**src/rtl/pwm_ramp_controller.sv**
```systemverilog
// pwm_ramp_controller: soft-start duty sequencer in front of the PWM core.
// Define PWM_SOFT_STOP_EN to ramp duty down on stop instead of cutting it.
module pwm_ramp_controller #(
  parameter int WORD_LENGTH = 8,
  parameter int FREQ_LENGTH = 2,
  parameter int STEP        = 1,
  parameter int TICK_CYCLES = 1000
) (
  input  logic                   clk,
  input  logic                   reset,
  input  logic                   cmd_valid,
  output logic                   cmd_ready,
  input  logic [WORD_LENGTH-1:0] cmd_duty,
  input  logic [FREQ_LENGTH-1:0] cmd_freq,
  input  logic                   stop_req,
  output logic                   pwm_start,
  output logic [WORD_LENGTH-1:0] pwm_duty,
  output logic [FREQ_LENGTH-1:0] pwm_freq,
  output logic                   busy,
  output logic                   done
);

  localparam int TW = $clog2(TICK_CYCLES + 1);
  localparam logic [TW-1:0] TICK_LAST = TW'(TICK_CYCLES - 1);
  localparam logic [TW-1:0] TICK_ONE = TW'(1);
  localparam logic [WORD_LENGTH-1:0] STEP_W = WORD_LENGTH'(STEP);

  typedef enum logic [2:0] {
    IDLE      = 3'd0,
    RAMP      = 3'd1,
    HOLD      = 3'd2,
`ifdef PWM_SOFT_STOP_EN
    RAMP_DOWN = 3'd3,
    STOPPING  = 3'd4
`else
    RAMP_DOWN = 3'd3
`endif
  } state_t;

  state_t state, state_nx;
  logic start_nx, done_nx;
  logic [WORD_LENGTH-1:0] duty_nx, tgt, tgt_nx;
  logic [FREQ_LENGTH-1:0] freq_nx, pend, pend_nx;
  logic [TW-1:0] tick, tick_nx;
  logic tick_end, accept, stop_hit;

  // One ramp step toward goal, clamped so it never overshoots.
  function automatic logic [WORD_LENGTH-1:0] step_toward(
    input logic [WORD_LENGTH-1:0] cur,
    input logic [WORD_LENGTH-1:0] goal
  );
    logic [WORD_LENGTH-1:0] r;
    if (goal >= cur)
      r = (goal - cur <= STEP_W) ? goal : cur + STEP_W;
    else
      r = (cur - goal <= STEP_W) ? goal : cur - STEP_W;
    return r;
  endfunction

  assign cmd_ready = ((state == IDLE) | (state == HOLD)) & ~stop_req;
  assign accept = cmd_valid & cmd_ready;
  assign tick_end = (tick == TICK_LAST);
  assign stop_hit = stop_req &
    ((state == RAMP) | (state == HOLD) | (state == RAMP_DOWN));

`ifdef PWM_SOFT_STOP_EN
  assign busy = (state == RAMP) | (state == RAMP_DOWN) |
                (state == STOPPING);
`else
  assign busy = (state == RAMP) | (state == RAMP_DOWN);
`endif

  // Next-state and next-output decode; tick restarts on every state entry.
  always_comb begin
    state_nx = state;
    start_nx = pwm_start;
    duty_nx  = pwm_duty;
    freq_nx  = pwm_freq;
    tgt_nx   = tgt;
    pend_nx  = pend;
    done_nx  = 1'b0;
    tick_nx  = '0;
    if (stop_hit) begin
`ifdef PWM_SOFT_STOP_EN
      state_nx = STOPPING;
`else
      state_nx = IDLE;
      start_nx = 1'b0;
      duty_nx  = '0;
`endif
    end else begin
      unique case (state)
        IDLE: begin
          if (accept) begin
            freq_nx  = cmd_freq;
            tgt_nx   = cmd_duty;
            start_nx = 1'b1;
            duty_nx  = '0;
            if (cmd_duty == '0) begin
              state_nx = HOLD;
              done_nx  = 1'b1;
            end else begin
              state_nx = RAMP;
            end
          end
        end
        RAMP: begin
          if (tick_end) begin
            duty_nx = step_toward(pwm_duty, tgt);
            if (duty_nx == tgt) begin
              state_nx = HOLD;
              done_nx  = 1'b1;
            end
          end else begin
            tick_nx = tick + TICK_ONE;
          end
        end
        HOLD: begin
          if (accept) begin
            tgt_nx = cmd_duty;
            if (cmd_freq != pwm_freq) begin
              pend_nx  = cmd_freq;
              state_nx = RAMP_DOWN;
            end else if (cmd_duty == pwm_duty) begin
              done_nx = 1'b1;
            end else begin
              state_nx = RAMP;
            end
          end
        end
        RAMP_DOWN: begin
          if (tick_end) duty_nx = step_toward(pwm_duty, '0);
          else tick_nx = tick + TICK_ONE;
          if ((pwm_duty == '0) | (duty_nx == '0)) begin
            duty_nx = '0;
            tick_nx = '0;
            freq_nx = pend;
            if (tgt == '0) begin
              state_nx = HOLD;
              done_nx  = 1'b1;
            end else begin
              state_nx = RAMP;
            end
          end
        end
`ifdef PWM_SOFT_STOP_EN
        STOPPING: begin
          if (pwm_duty == '0) begin
            state_nx = IDLE;
            start_nx = 1'b0;
          end else if (tick_end) begin
            duty_nx = step_toward(pwm_duty, '0);
          end else begin
            tick_nx = tick + TICK_ONE;
          end
        end
`endif
        default: state_nx = IDLE;
      endcase
    end
  end

  // State and registered outputs.
  always_ff @(posedge clk or negedge reset) begin
    if (!reset) begin
      state     <= IDLE;
      pwm_start <= 1'b0;
      pwm_duty  <= '0;
      pwm_freq  <= '0;
      done      <= 1'b0;
      tick      <= '0;
      tgt       <= '0;
      pend      <= '0;
    end else begin
      state     <= state_nx;
      pwm_start <= start_nx;
      pwm_duty  <= duty_nx;
      pwm_freq  <= freq_nx;
      done      <= done_nx;
      tick      <= tick_nx;
      tgt       <= tgt_nx;
      pend      <= pend_nx;
    end
  end

endmodule
```
**config.mk**
```make
export PLATFORM = sky130hd
export DESIGN_NAME = pwm_ramp_controller
export DESIGN_NICKNAME = d
export VERILOG_FILES = /design/src/rtl/pwm_ramp_controller.sv
export SDC_FILE = /design/constraint.sdc
export NUM_CORES = 1
export LEC_CHECK = 0
export ABC_AREA = 1
export CAP_MARGIN = 20
export CORE_AREA = 4 4 94 96
export DETAILED_ROUTE_END_ITERATION = 16
export DIE_AREA = 0 0 98 100
export PLACE_DENSITY = 0.68
export SETUP_SLACK_MARGIN = 0.15
export SKIP_CTS_REPAIR_TIMING = 1
export SYNTH_ARGS = -nofsm -noshare
export SYNTH_HDL_FRONTEND = slang
export SYNTH_SLANG_ARGS = --single-unit
```
**constraint.sdc**
```tcl
create_clock -name clk -period 2.8 [get_ports clk]
set_input_delay 0.56 -clock clk [delete_from_list [all_inputs] [get_ports clk]]
set_output_delay 0.56 -clock clk [all_outputs]
set_load 0.01 [all_outputs]
```
==> impl_metrics.ini <==
[power_and_ir_drop]
p_int_mw = 3.58
power.switching_mw = 4.27
pwr-share-seq_pct = 10.5
irDropWorstVdd_v = 0.000540
switching_share_pct = 54.4
comb_power_share_pct = 82.1
p_leak_nw = 2.72
cellPowerDensity_mw_per_mm2 = 1480
clockPowerShare_pct = 7.4

[cts]
h-tree-depth = 2
cts.clk_slew.worst_paths_ns = 0.10
cts_root_buffer = clkbuf_8
cts_tree = built
numCtsBuffers = 5
clkLatencyLatePin_ns = 0.31
clockBufferDepth = 2
clock_sinks = 34

[worst_setup_path]
slowest_stage = fa_2
arrival_ns = 3.09
critPathMaxStageDelay_ns = 0.57
required_ns = 3.01
cp_max_fo = 5
worstSetupEndpointType = register
path_cells = inv_2 > ha_4 > fa_2 > nand2_2 > a21oi_2 > nand2_1 > inv_1 > nand2_2 > nor2_4 > nand2_4 > nand2_2 > nand3_2 > nand2_2 > nand2_1 > nand2_2 > nand2_2 > nor2_4 > nand2_2 > nand2_2 > nand2_2 > nand2_1 > nand2_1
path_common_cell = nand2_2
cp-start-kind = register
critPathKind = reg2reg

[floorplanning]
die_h_um = 100
core-area_mm2 = 0.00805
initial_core_util_pct = 48.8
io_pins = 28
die_width_um = 98
die_area_mm2 = 0.00980
row_count = 33

[global_routing]
grt_pass1_wl_um = 20700
grt_pass1_vias = 4169
overflow = 0
grt_usage_pct = 26.5
grt.met1_usage_pct = 35.4
met3_usage_pct = 2.85
met2_usage_pct = 44.3
antenna_found_initial = 0
top_usage_layer = met2
grt_max_degree = 35

[cells_and_area]
antennaDiodeCount = 0
final_cell_mix = nand2_1 (174), inv_1 (78), buf_4 (66)
final_common_cell = nand2_1
drive_gt1_share_pct = 29.9
postLayoutCellArea_mm2 = 0.00531
fin_nets = 760
stdcell_count = 831
area_growth_pct = 35.1

[sta]
final.setup.tns_ns = -0.208
rsz0062_at_grt = yes
worst_pin_slew_ns = 0.673
period_share_pct = 103
layout_min_cycle_time_ns = 2.88
hold_violations = 0
fin_ws_ns = -0.0827
fin_skew_ns = 0.0182
setup_violations = 3
max_freq_mhz = 347
slew_headroom_pct = 54.7
hold_slack_ns = 0.471
slew_violations = 0

[routing]
wl_per_cell_um = 16.0
dr.pass1.iters = 7
via_per_inst = 5.35
ant_nets = 0
drt_iter0_drc = 343
drc = 0
wl_um = 13300
vias = 4448

[synth]
syn_area_per_cell_um2 = 6.19
synthMuxAreaShare_pct = 0.510
syn_nets = 669
synth_top_family_by_area = simple AND/OR/NAND/NOR gates
synth_compound_area_share_pct = 8.44
synth-seq-area-share_pct = 21.7
synth_cell_type_count = 43
postSynthCellCount = 634
ys_seq_elements = 34
syn_area_mm2 = 0.00393
yosys_warnings = 0
synth_adder_area_share_pct = 7.07
synth_xor_area_share_pct = 4.91
synthSimpleGateAreaFrac_pct = 46.1

[run_status]
violations = negative setup slack
status = finished, violations left

[place]
port_buffers = 27
place_congestion = 0.955
place_inst = 806
place_hpwl_um = 10200
post_dp_cell_area_mm2 = 0.00469
dp_worst_setup_slack_ns = -0.125

[job]
maxCapViolations = 0

[worst_hold_path]
hp-class = reg2reg
## Yosys cell counts
cell type	instances	area share (%)
nor2_1	45	4.3
fa_1	2	1.0
nand2_1	207	20
o21ai_0	34	4.3
and3_1	1	0.16
nor3_2	2	0.51
nand4_1	13	2.1
a21oi_1	13	1.7
nor2_2	7	1.1
buf_4	4	0.76
clkbuf_1	4	0.38
a31oi_1	1	0.16
inv_2	7	0.67
xor2_1	16	3.6
nand3_1	76	9.7
nand3_2	4	1.0
a32o_1	1	0.25
o21ai_2	1	0.22
o31a_1	1	0.22
a21oi_2	2	0.45
a21o_1	1	0.19
o21bai_1	1	0.19
nand2_4	1	0.29
nor4_1	3	0.48
nor3_1	4	0.51
dfrtp_1	34	22
ha_1	19	6.1
o31ai_1	1	0.19
nand3b_1	1	0.19
clkinv_1	2	0.19
nand4_2	1	0.32
buf_2	4	0.51
buf_6	3	0.86
a2111oi_0	1	0.22
inv_1	83	7.9
o211ai_1	1	0.19
nand2_2	15	2.4
mux2i_1	2	0.51
o22ai_1	1	0.16
nand4_4	1	0.54
nor2_8	2	1.0
nor2_4	6	1.7
xnor2_1	6	1.3
## power by group through the flow
stage / Combinational, mW / Sequential [mW] / Clock (mW)
after floorplan: 3.54 / 0.808 / 0
after global placement: 5.28 / 0.809 / 0
after detailed placement: 5.31 / 0.813 / 0
after CTS: 5.34 / 0.805 / 0.590
after global routing: 7.02 / 0.849 / 0.611
final: 6.45 / 0.826 / 0.581
## registers in the layout, indices dropped and copies added (netlist names)
register   count
tick          10
pwm_duty       8
tgt            8
pend           2
pwm_freq       2
state          2
done           1
pwm_start      1
## worst max-delay path: cells and delay by family, from the launching register on
kind | cells | cell delay (ns)
AND/OR/NAND/NOR | 17 | 1.42
AO/OA/AOI/OAI | 1 | 0.09
flip-flops | 1 | 0.40
adder cells (fa/ha/maj) | 2 | 0.73
buffers and inverters | 2 | 0.14
## cell families (layout without fill, tap and decap cells)
group / Yosys count / count (layout)
AND/OR/NAND/NOR: 389 / 389
buffers and inverters: 107 / 199
AO/OA/AOI/OAI: 59 / 59
flip-flops: 34 / 34
XOR/XNOR: 22 / 22
adder cells (fa/ha/maj): 21 / 21
multiplexers: 2 / 2
## final cells by class
cell class,instances,area (um^2)
multi-input cells,493,3000
flip-flops and latches,34,858
clock buffers,5,68.8
fillers,720,2750
well taps,105,131
inverters,92,349
clock inverters,3,68.8
repair buffers,99,833
## metal layers
metal / wire length, um / vias up
met5: 0 / -
met4: 525 / 0
met3: 747 / 40
met2: 6330 / 163
met1: 5730 / 2047
li1: - / 2198
## worst paths after layout
path / start / end / slack, ns / depth (start not counted)
setup / recovery: pwm_duty[0] / state[0] / -0.08 / 22
min in group asynchronous: reset / tgt[6] / 0.66 / 2
setup reg to reg: pwm_duty[0] / state[0] / -0.08 / 22
hold / removal: tick[0] / tick[0] / 0.47 / 1
hold reg to reg: tick[0] / tick[0] / 0.47 / 1
max in group asynchronous: reset / pwm_duty[0] / 1.74 / 2
## metrics by stage
stage	power [mW]	util [%]
4_1_cts	6.74	59.9
3_5_place_dp	6.12	58.2
6_report	7.86	65.9
5_1_grt	8.47	65.9
3_3_place_gp	6.09	58.2
2_1_floorplan	4.35	-
No activity file was read; power rests on OpenSTA's default activity.
